**src/rtl/types_pkg.sv**
```systemverilog
// rtl/types_pkg.sv - shared state encoding and constants for the program loader
// Build option: LOADER_CHECKSUM_EN adds the CHECK state (trailing checksum byte).
package types_pkg;

   // Bytes in the stream header (word count, high byte first)
   localparam int unsigned HDR_LEN = 2;

   typedef enum logic [2:0] {
      ST_IDLE    = 3'd0,
      ST_LEN_HI  = 3'd1,
      ST_LEN_LO  = 3'd2,
      ST_DATA_HI = 3'd3,
      ST_DATA_LO = 3'd4,
`ifdef LOADER_CHECKSUM_EN
      ST_CHECK   = 3'd5,
`endif
      ST_DONE    = 3'd6,
      ST_ERROR   = 3'd7
   } loader_state_e;

endpackage

```
**src/rtl/loader_checksum.sv**
```systemverilog
// rtl/loader_checksum.sv - 8-bit XOR accumulator over accepted stream bytes
// Ports:
//   clk, rst    clock, asynchronous active-high reset
//   clr         synchronous clear (new load starting)
//   byte_valid  fold byte_data into the sum this cycle
//   byte_data   stream byte
//   sum         running XOR of all folded bytes
module loader_checksum (
   input  logic       clk,
   input  logic       rst,
   input  logic       clr,
   input  logic       byte_valid,
   input  logic [7:0] byte_data,
   output logic [7:0] sum
);

   always_ff @(posedge clk or posedge rst) begin
      if (rst) begin
         sum <= 8'h00;
      end else if (clr) begin
         sum <= 8'h00;
      end else if (byte_valid) begin
         sum <= sum ^ byte_data;
      end
   end

endmodule

```
**src/rtl/prog_loader.sv**
```systemverilog
// rtl/prog_loader.sv - byte-stream program loader writing 16-bit words to program memory
// Build option: LOADER_CHECKSUM_EN - stream ends with an XOR checksum byte that is verified.
// Ports:
//   clk, rst        clock, asynchronous active-high reset
//   start           one-cycle load request (ignored while busy)
//   in_valid/in_data/in_ready  byte stream handshake
//   pm_we/pm_addr/pm_wdata     program-memory write port
//   cpu_hold        keeps the CPU in reset during a load and after a failed load
//   busy/done/error load status (done/error sticky until the next start)
//   words_loaded    words written in the current or last load
module prog_loader
   import types_pkg::*;
#(
   parameter int ADDR_W = 8
) (
   input  logic              clk,
   input  logic              rst,
   input  logic              start,
   input  logic              in_valid,
   input  logic [7:0]        in_data,
   output logic              in_ready,
   output logic              pm_we,
   output logic [ADDR_W-1:0] pm_addr,
   output logic [15:0]       pm_wdata,
   output logic              cpu_hold,
   output logic              busy,
   output logic              done,
   output logic              error,
   output logic [ADDR_W:0]   words_loaded
);

   localparam int unsigned DEPTH = 2**ADDR_W;

   loader_state_e   state;
   logic [7:0]      len_hi;
   logic [7:0]      data_hi;
   logic [15:0]     len;
   logic [15:0]     n_word;
   logic [ADDR_W:0] wl_next;
   logic            accept;

   assign accept  = in_valid && in_ready;
   assign n_word  = {len_hi, in_data};
   assign wl_next = words_loaded + {{ADDR_W{1'b0}}, 1'b1};

`ifdef LOADER_CHECKSUM_EN
   logic       start_ok;
   logic [7:0] checksum;

   assign start_ok = start && (state == ST_IDLE || state == ST_DONE || state == ST_ERROR);

   // Header and data bytes are folded in; the checksum byte itself is not
   loader_checksum u_checksum (
      .clk        (clk),
      .rst        (rst),
      .clr        (start_ok),
      .byte_valid (accept && (state != ST_CHECK)),
      .byte_data  (in_data),
      .sum        (checksum)
   );
`endif

   always_ff @(posedge clk or posedge rst) begin
      if (rst) begin
         state        <= ST_IDLE;
         in_ready     <= 1'b0;
         pm_we        <= 1'b0;
         pm_addr      <= '0;
         pm_wdata     <= 16'h0000;
         cpu_hold     <= 1'b0;
         busy         <= 1'b0;
         done         <= 1'b0;
         error        <= 1'b0;
         words_loaded <= '0;
         len_hi       <= 8'h00;
         data_hi      <= 8'h00;
         len          <= 16'h0000;
      end else begin
         pm_we <= 1'b0;
         case (state)
            ST_IDLE, ST_DONE, ST_ERROR: begin
               if (start) begin
                  state        <= ST_LEN_HI;
                  in_ready     <= 1'b1;
                  cpu_hold     <= 1'b1;
                  busy         <= 1'b1;
                  done         <= 1'b0;
                  error        <= 1'b0;
                  words_loaded <= '0;
               end
            end
            ST_LEN_HI: begin
               if (accept) begin
                  len_hi <= in_data;
                  state  <= ST_LEN_LO;
               end
            end
            ST_LEN_LO: begin
               if (accept) begin
                  len <= n_word;
                  if (32'(n_word) > DEPTH) begin
                     // Would overrun program memory: abort, keep the CPU held
                     state    <= ST_ERROR;
                     in_ready <= 1'b0;
                     busy     <= 1'b0;
                     error    <= 1'b1;
                  end else if (n_word == 16'h0000) begin
`ifdef LOADER_CHECKSUM_EN
                     state <= ST_CHECK;
`else
                     state    <= ST_DONE;
                     in_ready <= 1'b0;
                     busy     <= 1'b0;
                     cpu_hold <= 1'b0;
                     done     <= 1'b1;
`endif
                  end else begin
                     state <= ST_DATA_HI;
                  end
               end
            end
            ST_DATA_HI: begin
               if (accept) begin
                  data_hi <= in_data;
                  state   <= ST_DATA_LO;
               end
            end
            ST_DATA_LO: begin
               if (accept) begin
                  pm_we        <= 1'b1;
                  pm_wdata     <= {data_hi, in_data};
                  pm_addr      <= words_loaded[ADDR_W-1:0];
                  words_loaded <= wl_next;
                  if (32'(wl_next) == 32'(len)) begin
`ifdef LOADER_CHECKSUM_EN
                     state <= ST_CHECK;
`else
                     state    <= ST_DONE;
                     in_ready <= 1'b0;
                     busy     <= 1'b0;
                     cpu_hold <= 1'b0;
                     done     <= 1'b1;
`endif
                  end else begin
                     state <= ST_DATA_HI;
                  end
               end
            end
`ifdef LOADER_CHECKSUM_EN
            ST_CHECK: begin
               if (accept) begin
                  in_ready <= 1'b0;
                  busy     <= 1'b0;
                  if (in_data == checksum) begin
                     state    <= ST_DONE;
                     cpu_hold <= 1'b0;
                     done     <= 1'b1;
                  end else begin
                     // Words already written stay in memory; CPU remains held
                     state <= ST_ERROR;
                     error <= 1'b1;
                  end
               end
            end
`endif
            default: begin
               state    <= ST_IDLE;
               in_ready <= 1'b0;
               busy     <= 1'b0;
            end
         endcase
      end
   end

endmodule

```
**config.mk**
```make
export PLATFORM = sky130hd
export DESIGN_NAME = prog_loader
export DESIGN_NICKNAME = d
export VERILOG_FILES = /design/src/rtl/types_pkg.sv /design/src/rtl/loader_checksum.sv /design/src/rtl/prog_loader.sv
export SDC_FILE = /design/constraint.sdc
export NUM_CORES = 1
export LEC_CHECK = 0
export ABC_AREA = 1
export CORE_MARGIN = 10
export CORE_UTILIZATION = 56
export DETAILED_ROUTE_END_ITERATION = 16
export PLACE_DENSITY = 0.86
export SYNTH_ARGS = -nofsm -noshare
export SYNTH_HDL_FRONTEND = slang
export SYNTH_SLANG_ARGS = --single-unit
```
**constraint.sdc**
```tcl
create_clock -name clk -period 6.1 [get_ports clk]
set_clock_uncertainty 0.15 [all_clocks]
set_input_delay 0.915 -clock clk [delete_from_list [all_inputs] [get_ports clk]]
set_output_delay 0.915 -clock clk [all_outputs]
set_load 0.05 [all_outputs]
```
==> results by stage <==
Clock tree:
- Counting along the longest clock path gives a buffer depth of 2.
- Counting the buffers created by CTS gives 9.
- The number of clock sinks seen by CTS is 73.
- Gates resized during post-CTS repair numbered 0.
- Clock latency on the worst-skew pair, taken at its later pin, is 0.35 ns.
- After clock tree synthesis, the flow added hold-fix buffers numbering 0.
- The depth of the CTS H-tree is 3.
- The tree is rooted in a sky130_fd_sc_hd__clkbuf_8.
- The number of setup buffers added after CTS is 0.
- TritonCTS built the clock tree.
- Clock-pin slew was measured on the worst setup and hold paths at 0.08 ns.

Synthesis:
- The number of warnings reported in the yosys synthesis log is 0.
- After synthesis, the most frequently instantiated cells are 138 x sky130_fd_sc_hd__nand2_1, 73 x sky130_fd_sc_hd__dfrtp_1, 55 x sky130_fd_sc_hd__o21ai_0.
- The synthesized net count is 407.
- The cell taking the most area after synthesis is sky130_fd_sc_hd__dfrtp_1.
- For this run, the leading register cell type out of synthesis is sky130_fd_sc_hd__dfrtp_1.
- The most frequent cell after synthesis is sky130_fd_sc_hd__nand2_1.
- Synthesis handed over a netlist of 394 instances.
- The synthesized design contains 73 register bits.
- By area the synthesized netlist is led by sky130_fd_sc_hd__dfrtp_1 56%, sky130_fd_sc_hd__nand2_1 16%, sky130_fd_sc_hd__o21ai_0 8.4%, sky130_fd_sc_hd__inv_1 5.0%, sky130_fd_sc_hd__nand3_1 2.3%.
- The average cell area after synthesis is 8.34 um^2.
- The count of flip-flops with a built-in enable after synthesis is 0.
- Counting distinct cell types in the post-synthesis netlist gives 28.
- Of the post-synthesis cell area, the dominant cell type holds 55.6%.
- The netlist area before placement is 3280 um^2.
- Sequential cells were found to cover 55.6% of the synthesized design area.
- For this run, asynchronously set or reset flops after synthesis account for 100%.

Setup path:
- Data on the critical path is required at its endpoint by 6.20 ns.
- The cell depth of the worst flop-to-flop path is 7.
- The critical path startpoint is in_valid.
- At the worst endpoint, the arrival time is 3.21 ns.
- The biggest fanout along the worst timing path is 45.
- STA classifies the critical path startpoint as a primary input.
- The critical path capture point type is a flop.
- The critical path is of the in2reg type.
- The worst register-to-register path begins at state[0]$_DFFE_PP0P_.

Route:
- The number of detailed-route iterations in the first pass is 5.
- The ratio of routed vias to standard cells is 5.23.
- The via count is 2731.
- The number of violations reported at the end of detailed-routing iteration 0 is 231.
- Dividing the detail-routed wire length by the instance count gives 14.5 um.
- For this run, design rule violations remaining after detail routing come to 0.
- The post-detailed-route count of antenna-violating nets is 0.
- For this block, the routed nets add up to 7.58 mm of wire.

Global route:
- The largest net degree at the start of global routing is 74.
- The initial antenna violation count is 0.
- The total overflow reported by the global router is 0.
- The number of global-route vias before repair came to 2707.
- The global-route wire length before repair is 13.0 mm.
- The total global routing track utilization is 17.7%.

STA:
- For the pin with the worst max-slew slack, the measured transition is 0.934 ns.
- Adding up every negative setup slack in the final design gives 0 ns.
- In this run the tightest slew margin relative to its limit is 37.5%.
- The number of pins exceeding their max-slew limit in the final report is 0.
- The final worst hold slack is 0.321 ns.
- The post-route fraction of the period consumed by the critical path is 51.0%.
- The number of endpoints with negative hold slack in the final report is 0.
- Subtracting the final worst setup slack from the clock period gives 3.11 ns.
- Setup repair after global routing left no endpoint under its margin.
- Setup violations remaining at the end of the flow were counted as 0.
- For this run, the top clock speed supported by timing is 0.322 GHz.

Power:
- The total power divided by cell area is 232 nW/um^2.
- The worst voltage drop across the vdd grid is 0.200 mV.
- In this run the static leakage power is 0.00196 uW.

Finish:
- Once layout is complete, the utilization of the core stands at 72.0%.
- The layout cell share with drive strength beyond 1 is 6.89%.
- The area overhead of the layout relative to synthesis is 23.0%.
- The layout has 453 filler cells.
- The number of antenna diodes in the final layout is 0.
- The number of nets in the final layout is 458.
- The area of the multi-input gates is 1230 um^2.
- The footprint of the flip-flops and latches is 1830 um^2.

Die:
- Measured along the x axis, the die boundary spans 96.6 um.
- The die is 96.6 um tall.
- In this run the core area contains 27 standard-cell rows.
- The core region is 5610 um^2.
- The top-level port count is 51.
- The initial standard-cell utilization of the core is 58.6%.
- The die covers 9330 um^2.

Min path:
- The worst min-delay path startpoint is pm_wdata[8]$_DFFE_PP0P_.
- The worst hold path was traced through 2 stages.
- The path type of the worst min-delay path is reg2reg.

Placement:
- At the end of routability-driven placement, the weighted congestion stood at 0.925.
- The number of port buffers is 50.
- The wire-length estimate of the detail-placed layout is 5.50 mm.

Flow run:
- Across the run, the number of max-cap violations was 0.

Outcome:
- The flow ran to the end, and the final reports show no timing, DRC or antenna violations.
-- through the flow --
step | power, uW | instances | setup WS (ns) | area, um^2
after floorplan | 535 | 394 | 3.18 | 3280
after global placement | 558 | 506 | 2.74 | 3830
after detailed placement | 559 | 506 | 2.64 | 3830
after CTS | 939 | 522 | 2.98 | 4040
after global routing | 969 | 522 | 2.78 | 4040
final | 939 | 522 | 2.99 | 4040
-- cell usage in the layout, fill, tap and decap left out, types with 11 or more instances in the layout --
cell type,count
sky130_fd_sc_hd__clkbuf_8,11
sky130_fd_sc_hd__clkdlybuf4s50_1,50
sky130_fd_sc_hd__dfrtp_1,73
sky130_fd_sc_hd__inv_1,43
sky130_fd_sc_hd__nand2_1,138
sky130_fd_sc_hd__nand3_1,15
sky130_fd_sc_hd__nor2_1,18
sky130_fd_sc_hd__o21ai_0,55
-- path summary, 6_finish.rpt --
check	to	slack, ns
max	pm_addr[0]$_DFFE_PP0P_	2.99
min	pm_wdata[8]$_DFFE_PP0P_	0.32
min reg2reg	pm_wdata[8]$_DFFE_PP0P_	0.32
min in group asynchronous	pm_addr[7]$_DFFE_PP0P_	0.99
max in group asynchronous	data_hi[7]$_DFFE_PP0P_	4.21
max reg2reg	pm_addr[0]$_DFFE_PP0P_	3.50
-- registers in the layout, summed over array words and instances, names as in the netlist, 3 cells and up --
name,flops
len,16
words_loaded,9
pm_wdata,16
state,3
pm_addr,8
len_hi,8
data_hi,8
-- worst max-delay path, stage by stage --
cell	delay [ns]
sky130_fd_sc_hd__clkdlybuf4s50_1	0.46
sky130_fd_sc_hd__nand2_1	0.16
sky130_fd_sc_hd__nor2_1	0.76
sky130_fd_sc_hd__inv_2	0.53
sky130_fd_sc_hd__nor2_1	0.19
sky130_fd_sc_hd__inv_1	0.07
sky130_fd_sc_hd__o21a_1	0.10
-- cells by family after synthesis --
| logic type | count (synthesis) | share of synthesized area (%) |
|---|---|---|
| simple gates | 190 | 24.5 |
| flops | 73 | 55.6 |
| compound gates | 70 | 12.1 |
| buf+inv | 58 | 6.86 |
| xor+xnor | 2 | 0.533 |
| fa+ha+maj | 1 | 0.381 |
-- metal layers --
layer,track usage [%],vias to the layer above,routed length (um)
met2,29.1,78,3640
met3,4.01,10,614
met4,6.90,0,98
li1,-,1360,-
met5,0,-,0
met1,22.3,1283,3230
-- final cells by class --
type / instances / share of cell area, %
multi-input cells: 263 / 30.5
flip-flops and latches: 73 / 45.2
well taps: 72 / 2.23
repair buffers: 51 / 12.6
clock buffers: 11 / 3.75
inverters: 47 / 4.40
clock inverters: 5 / 1.33
-- power breakdown --
part           internal (uW)  switching (uW)  total [uW]
Clock                    210             180         390
Sequential               487            4.44         491
Combinational           18.5            39.1        57.6
Note: power is estimated with default switching activity, not from simulation.
